### src/rtl/n64_cart_pkg.sv
// Shared types and defaults for the N64 cartridge bus to SDRAM bridge.
package n64_cart_pkg;

    typedef logic [31:0] cart_addr_t;

    localparam cart_addr_t DEFAULT_ROM_BASE  = 32'h1000_0000;
    localparam cart_addr_t DEFAULT_ADDR_MASK = 32'h01FF_FFFF;

    typedef enum logic [2:0] {
        ST_IDLE,
        ST_ADDR_WAIT,
        ST_PREFETCH,
        ST_READY,
        ST_DRIVE,
        ST_WRITE_REQ
    } state_t;

    function automatic cart_addr_t map_addr(input cart_addr_t a,
                                            input cart_addr_t base,
                                            input cart_addr_t mask);
        return (a - base) & mask;
    endfunction

endpackage

### src/rtl/cart_sync.sv
// Multi-stage synchronizer with rise/fall detection on the synchronized output.
module cart_sync #(
    parameter int unsigned      WIDTH    = 1,
    parameter int unsigned      STAGES   = 2,
    parameter logic [WIDTH-1:0] IDLE_VAL = '0
) (
    input  logic             clk,
    input  logic             rst,
    input  logic [WIDTH-1:0] d,
    output logic [WIDTH-1:0] q,
    output logic [WIDTH-1:0] rise,
    output logic [WIDTH-1:0] fall
);

    logic [STAGES-1:0][WIDTH-1:0] pipe;
    logic [WIDTH-1:0]             q_d;

    if (STAGES > 1) begin : g_shift
        always_ff @(posedge clk or negedge rst) begin
            if (!rst) pipe <= {STAGES{IDLE_VAL}};
            else      pipe <= {pipe[STAGES-2:0], d};
        end
    end else begin : g_single
        always_ff @(posedge clk or negedge rst) begin
            if (!rst) pipe <= IDLE_VAL;
            else      pipe <= d;
        end
    end

    always_ff @(posedge clk or negedge rst) begin
        if (!rst) q_d <= IDLE_VAL;
        else      q_d <= pipe[STAGES-1];
    end

    assign q    = pipe[STAGES-1];
    assign rise = q & ~q_d;
    assign fall = ~q & q_d;

endmodule

### src/rtl/n64_cart_bus_bridge.sv
// Bridges the asynchronous N64 cartridge AD bus onto single-outstanding SDRAM read/write ports.
module n64_cart_bus_bridge
    import n64_cart_pkg::*;
#(
    parameter cart_addr_t  ROM_BASE    = DEFAULT_ROM_BASE,
    parameter cart_addr_t  ADDR_MASK   = DEFAULT_ADDR_MASK,
    parameter int unsigned SYNC_STAGES = 2
) (
    input  logic        clk,
    input  logic        rst,
    input  logic [15:0] cart_ad_in,
    output logic [15:0] cart_ad_out,
    output logic        cart_ad_oe,
    input  logic        cart_ale_h,
    input  logic        cart_ale_l,
    input  logic        cart_read_n,
    input  logic        cart_write_n,
    output logic        readport_rd,
    output logic [31:0] readport_addr,
    input  logic [15:0] readport_data,
    input  logic        readport_ack,
    output logic        writeport_wr,
    output logic [31:0] writeport_addr,
    output logic [15:0] writeport_data,
    input  logic        writeport_ack,
    output logic        miss_err,
    output logic        wr_overrun,
    output logic        bus_conflict,
    output logic        busy
);

    logic        ale_h_fall, ale_h_q_unused, ale_h_rise_unused;
    logic        ale_l_rise, ale_l_fall, ale_l_q_unused;
    logic        rd_q, rd_rise, rd_fall;
    logic        wr_q, wr_rise, wr_fall_unused;
    logic [15:0] ad_q, ad_rise_unused, ad_fall_unused;

    cart_sync #(.WIDTH(1), .STAGES(SYNC_STAGES), .IDLE_VAL(1'b0)) u_sync_ale_h (
        .clk(clk), .rst(rst), .d(cart_ale_h),
        .q(ale_h_q_unused), .rise(ale_h_rise_unused), .fall(ale_h_fall)
    );
    cart_sync #(.WIDTH(1), .STAGES(SYNC_STAGES), .IDLE_VAL(1'b0)) u_sync_ale_l (
        .clk(clk), .rst(rst), .d(cart_ale_l),
        .q(ale_l_q_unused), .rise(ale_l_rise), .fall(ale_l_fall)
    );
    cart_sync #(.WIDTH(1), .STAGES(SYNC_STAGES), .IDLE_VAL(1'b1)) u_sync_read (
        .clk(clk), .rst(rst), .d(cart_read_n),
        .q(rd_q), .rise(rd_rise), .fall(rd_fall)
    );
    cart_sync #(.WIDTH(1), .STAGES(SYNC_STAGES), .IDLE_VAL(1'b1)) u_sync_write (
        .clk(clk), .rst(rst), .d(cart_write_n),
        .q(wr_q), .rise(wr_rise), .fall(wr_fall_unused)
    );
    cart_sync #(.WIDTH(16), .STAGES(SYNC_STAGES), .IDLE_VAL(16'h0000)) u_sync_ad (
        .clk(clk), .rst(rst), .d(cart_ad_in),
        .q(ad_q), .rise(ad_rise_unused), .fall(ad_fall_unused)
    );

    state_t      state;
    cart_addr_t  addr;
    logic [15:0] buffer;
    logic        discard;       // outstanding SDRAM request belongs to an aborted access
    logic        miss_pending;  // cart is reading zeros while the prefetch is still in flight
    logic        wr_conflict;

    logic rd_done, wr_done, fetch_hit, outstanding_next;

    always_comb begin
        rd_done          = readport_rd & readport_ack;
        wr_done          = writeport_wr & writeport_ack;
        fetch_hit        = rd_done & ~discard & (state == ST_PREFETCH);
        outstanding_next = (readport_rd & ~readport_ack) | (writeport_wr & ~writeport_ack);
    end

    assign busy = readport_rd | writeport_wr;

    always_ff @(posedge clk or negedge rst) begin
        if (!rst) begin
            state          <= ST_IDLE;
            addr           <= '0;
            buffer         <= '0;
            discard        <= 1'b0;
            miss_pending   <= 1'b0;
            wr_conflict    <= 1'b0;
            cart_ad_out    <= '0;
            cart_ad_oe     <= 1'b0;
            readport_rd    <= 1'b0;
            readport_addr  <= '0;
            writeport_wr   <= 1'b0;
            writeport_addr <= '0;
            writeport_data <= '0;
            miss_err       <= 1'b0;
            wr_overrun     <= 1'b0;
            bus_conflict   <= 1'b0;
        end else begin
            // SDRAM completions
            if (rd_done) begin
                readport_rd <= 1'b0;
                discard     <= 1'b0;
                if (fetch_hit) begin
                    buffer <= readport_data;
                    if (miss_pending) begin
                        cart_ad_out  <= readport_data;
                        miss_pending <= 1'b0;
                        state        <= ST_DRIVE;
                    end else begin
                        state <= ST_READY;
                    end
                end
            end
            if (wr_done) begin
                writeport_wr <= 1'b0;
                discard      <= 1'b0;
                if (!discard && state == ST_WRITE_REQ) begin
                    addr  <= addr + 32'd2;
                    state <= ST_PREFETCH;
                end
            end

            if (state == ST_PREFETCH && !busy) begin
                readport_rd   <= 1'b1;
                readport_addr <= map_addr(addr, ROM_BASE, ADDR_MASK);
            end
            if (state == ST_WRITE_REQ && !busy)
                writeport_wr <= 1'b1;

            if (!rd_q && !wr_q) begin
                bus_conflict <= 1'b1;
                wr_conflict  <= 1'b1;
            end

            if (wr_rise) begin
                wr_conflict <= 1'b0;
                if (wr_conflict || !rd_q) begin
                    bus_conflict <= 1'b1;
                end else if (writeport_wr || state == ST_WRITE_REQ) begin
                    wr_overrun <= 1'b1;
                end else if (state == ST_READY || state == ST_ADDR_WAIT) begin
                    writeport_data <= ad_q;
                    writeport_addr <= map_addr(addr, ROM_BASE, ADDR_MASK);
                    state          <= ST_WRITE_REQ;
                end
            end

            if (rd_fall) begin
                if (state == ST_READY) begin
                    cart_ad_oe  <= 1'b1;
                    cart_ad_out <= buffer;
                    state       <= ST_DRIVE;
                end else if (state == ST_PREFETCH) begin
                    cart_ad_oe <= 1'b1;
                    if (fetch_hit) begin
                        cart_ad_out <= readport_data;
                        state       <= ST_DRIVE;
                    end else begin
                        cart_ad_out  <= '0;
                        miss_err     <= 1'b1;
                        miss_pending <= 1'b1;
                    end
                end
            end

            if (rd_rise) begin
                if (state == ST_DRIVE) begin
                    cart_ad_oe <= 1'b0;
                    addr       <= addr + 32'd2;
                    state      <= ST_PREFETCH;
                end else if (miss_pending) begin
                    // cart gave up on the missed word: drop its fetch and move on
                    cart_ad_oe   <= 1'b0;
                    miss_pending <= 1'b0;
                    discard      <= outstanding_next;
                    addr         <= addr + 32'd2;
                    state        <= ST_PREFETCH;
                end
            end

            if (ale_h_fall) begin
                addr[31:16]  <= ad_q;
                cart_ad_oe   <= 1'b0;
                miss_pending <= 1'b0;
                discard      <= outstanding_next;
                state        <= ST_ADDR_WAIT;
            end
            if (ale_l_rise) begin
                cart_ad_oe   <= 1'b0;
                miss_pending <= 1'b0;
                discard      <= outstanding_next;
                state        <= ST_ADDR_WAIT;
            end
            if (ale_l_fall) begin
                addr[15:0]   <= ad_q;
                cart_ad_oe   <= 1'b0;
                miss_pending <= 1'b0;
                discard      <= outstanding_next;
                state        <= ST_PREFETCH;
            end
        end
    end

endmodule

### config.mk
export PLATFORM = sky130hd
export DESIGN_NAME = n64_cart_bus_bridge
export DESIGN_NICKNAME = d
export VERILOG_FILES = /design/src/rtl/n64_cart_pkg.sv /design/src/rtl/cart_sync.sv /design/src/rtl/n64_cart_bus_bridge.sv
export SDC_FILE = /design/constraint.sdc
export NUM_CORES = 1
export LEC_CHECK = 0
export BUFFER_PORTS_ARGS = -buffer_cell sky130_fd_sc_hd__buf_2
export CAP_MARGIN = 20
export CORE_AREA = 3 3 126 128
export DETAILED_ROUTE_END_ITERATION = 10
export DIE_AREA = 0 0 129 131
export PLACE_DENSITY = 0.87
export SKIP_LAST_GASP = 1
export SLEW_MARGIN = 20
export SYNTH_ARGS = -nofsm -noshare
export SYNTH_HDL_FRONTEND = slang
export SYNTH_HIERARCHICAL = 1
export SYNTH_SLANG_ARGS = --single-unit
### constraint.sdc
create_clock -name clk -period 2.75 [get_ports clk]
set_input_delay 0.1375 -clock clk [delete_from_list [all_inputs] [get_ports clk]]
set_output_delay 0.1375 -clock clk [all_outputs]
set_load 0.01 [all_outputs]
==> out/metrics.cfg <==
[status]
status=finished clean

[clock_network]
htreeDepth=4
clock_sinks=179
clkTransAtPathRegs_ps=70
tritoncts=built
cts_made_buffers=17
clockBufferDepth=2
insertion_delay_ps=430
cts_root_buffer=clkbuf_16

[critical_path]
rrSetupSlack_ps=380
crit_fanout=21
critical_path_class=flop to flop
critPathArrivalTime_ps=2650
worst_r2r_path_depth=6
r2r_end=addr[6]
reg2reg_from=state[2]
crit_path_start_kind=flop
end_kind=flop
cp.required_ps=3030

[floorplan]
row_count=45
die-height_um=131
dieWidth_um=129
core_area_sq_mm=0.0150
io_pins=143
start_util=0.497
dieArea_sq_mm=0.0169

[sta]
fin_skew_ps=16.7
relSlewSlack=0.425
fmax_mhz=422
finalHoldViolCount=0
worst_pin_slew_ps=863
drv_slew=0
worst_slack_ps=381
rsz0062_at_grt=no
post-route-period-util=0.861
setup_viol=0
period_needed_ps=2370
setup_tns_ps=0

[detailed_routing]
drtAntennaViolNets=0
routed_via_density=5.30
wire_per_inst_um=16.9
drc=0
drt-total-wl_mm=17.0
drt_pass1_iterations=5
num_vias=5342
drt-initial-drc-count=311

[grt]
grt-ovfl-total=0
grt_pass1_vias=5355
grt_pass1_wl_mm=27.3
antenna_found_initial=0
grt.total_usage=0.207
grt_max_degree=86

[final_layout]
nets=849
mostFrequentLayoutCells=174 x nand2_1, 173 x dfrtp_1, 127 x buf_2
diodes=0
layout_commonest_cell=nand2_1
num-fill-cells=1163
drive_above_1_share=0.287
area_delta_synth_final_pct=22.0

[worst_hold_path]
hold_path_end=readport_rd
worstHoldStart=readport_ack
hp-class=primary input to flop
whs_path_depth=3

[pwr]
p_leak_nw=4.30
switching_share=0.304
p_sw_w=0.00244
clock_power_share=0.300
p_int_w=0.00561
max-vdd-ir-drop_v=0.000521
comb_power_share=0.229
p_seq_frac=0.471
p_per_area_mw_per_mm2=886

[placed_design]
dp_slack_ps=414
gp_congestion=0.849
dp_hpwl_mm=11.4
io_buffers=128

[synthesis]
synth_area_per_cell_sq_um=11.3
syn-cell-area_sq_mm=0.00745
yosys_warnings=6
synth_cells=660

[flow_run]
maxCapViolCount=0

[repair_timing]
item	4_1_cts	5_1_grt
setup buffers	0	0
hold endpoints to repair	85	0
hold buffers	37	0
resized for setup	0	0
[power groups by stage]
stage,Combinational [W],Clock [W],Sequential [W]
floorplan,0.000787,0,0.00398
global placement,0.00175,0,0.00379
detailed placement,0.00182,0,0.00383
CTS,0.00187,0.00246,0.00379
global route,0.00206,0.00257,0.00387
finish,0.00184,0.00242,0.00379
[layer usage]
layer  share of wire  GRT usage  vias up
li1                -          -     2481
met1            0.43      0.279     2592
met2            0.48      0.322      228
met3           0.057     0.0488       41
met4           0.035     0.0957        0
met5               0          0        -
[worst max path at each step]
stage               slack [ps]     start  cells past startpoint         endpoint
floorplan                  840  state[2]                      8  cart_ad_out[10]
global placement           480  state[2]                      6         addr[21]
detailed placement         410  state[2]                      6         addr[21]
CTS                        400  state[2]                      6          addr[6]
global route               260  state[2]                      6         addr[21]
finish                     380  state[2]                      6          addr[6]
[through the flow]
stage	hold WS, ps	std cells	util	instance area, sq um	total power, W
floorplan	-158	673	-	7500	0.00477
global placement	126	940	0.542	8120	0.00555
detailed placement	126	940	0.542	8120	0.00565
CTS	6.78	1008	0.607	9090	0.00811
global route	42.4	1008	0.607	9090	0.00850
finish	25.1	1008	0.607	9090	0.00805
[flip-flops by register name, summed over array words and instances (netlist names), 3 cells and up]
signal          count
writeport_data     16
state               3
buffer             16
addr               25
cart_ad_out        16
readport_addr      25
u_sync_ad/q        16
u_sync_ad/pipe     16
writeport_addr     25
[worst max-delay path: stages (launching register included)]
cell      delay (ps)
dfrtp_1          510
nand3b_1         130
or3_1            730
buf_4            320
a211oi_1         270
xnor2_1          150
o21ai_0          110
[area by class of cell]
cell class,instances,area (sq um),share of cell area
well taps,188,235,0.0259
clock inverters,11,129,0.0142
clock buffers,20,467,0.0513
flip-flops and latches,179,4490,0.494
inverters,9,33.8,0.00372
multi-input cells,422,2600,0.286
repair buffers,179,1130,0.125
Power figures use the tool's default switching activity.
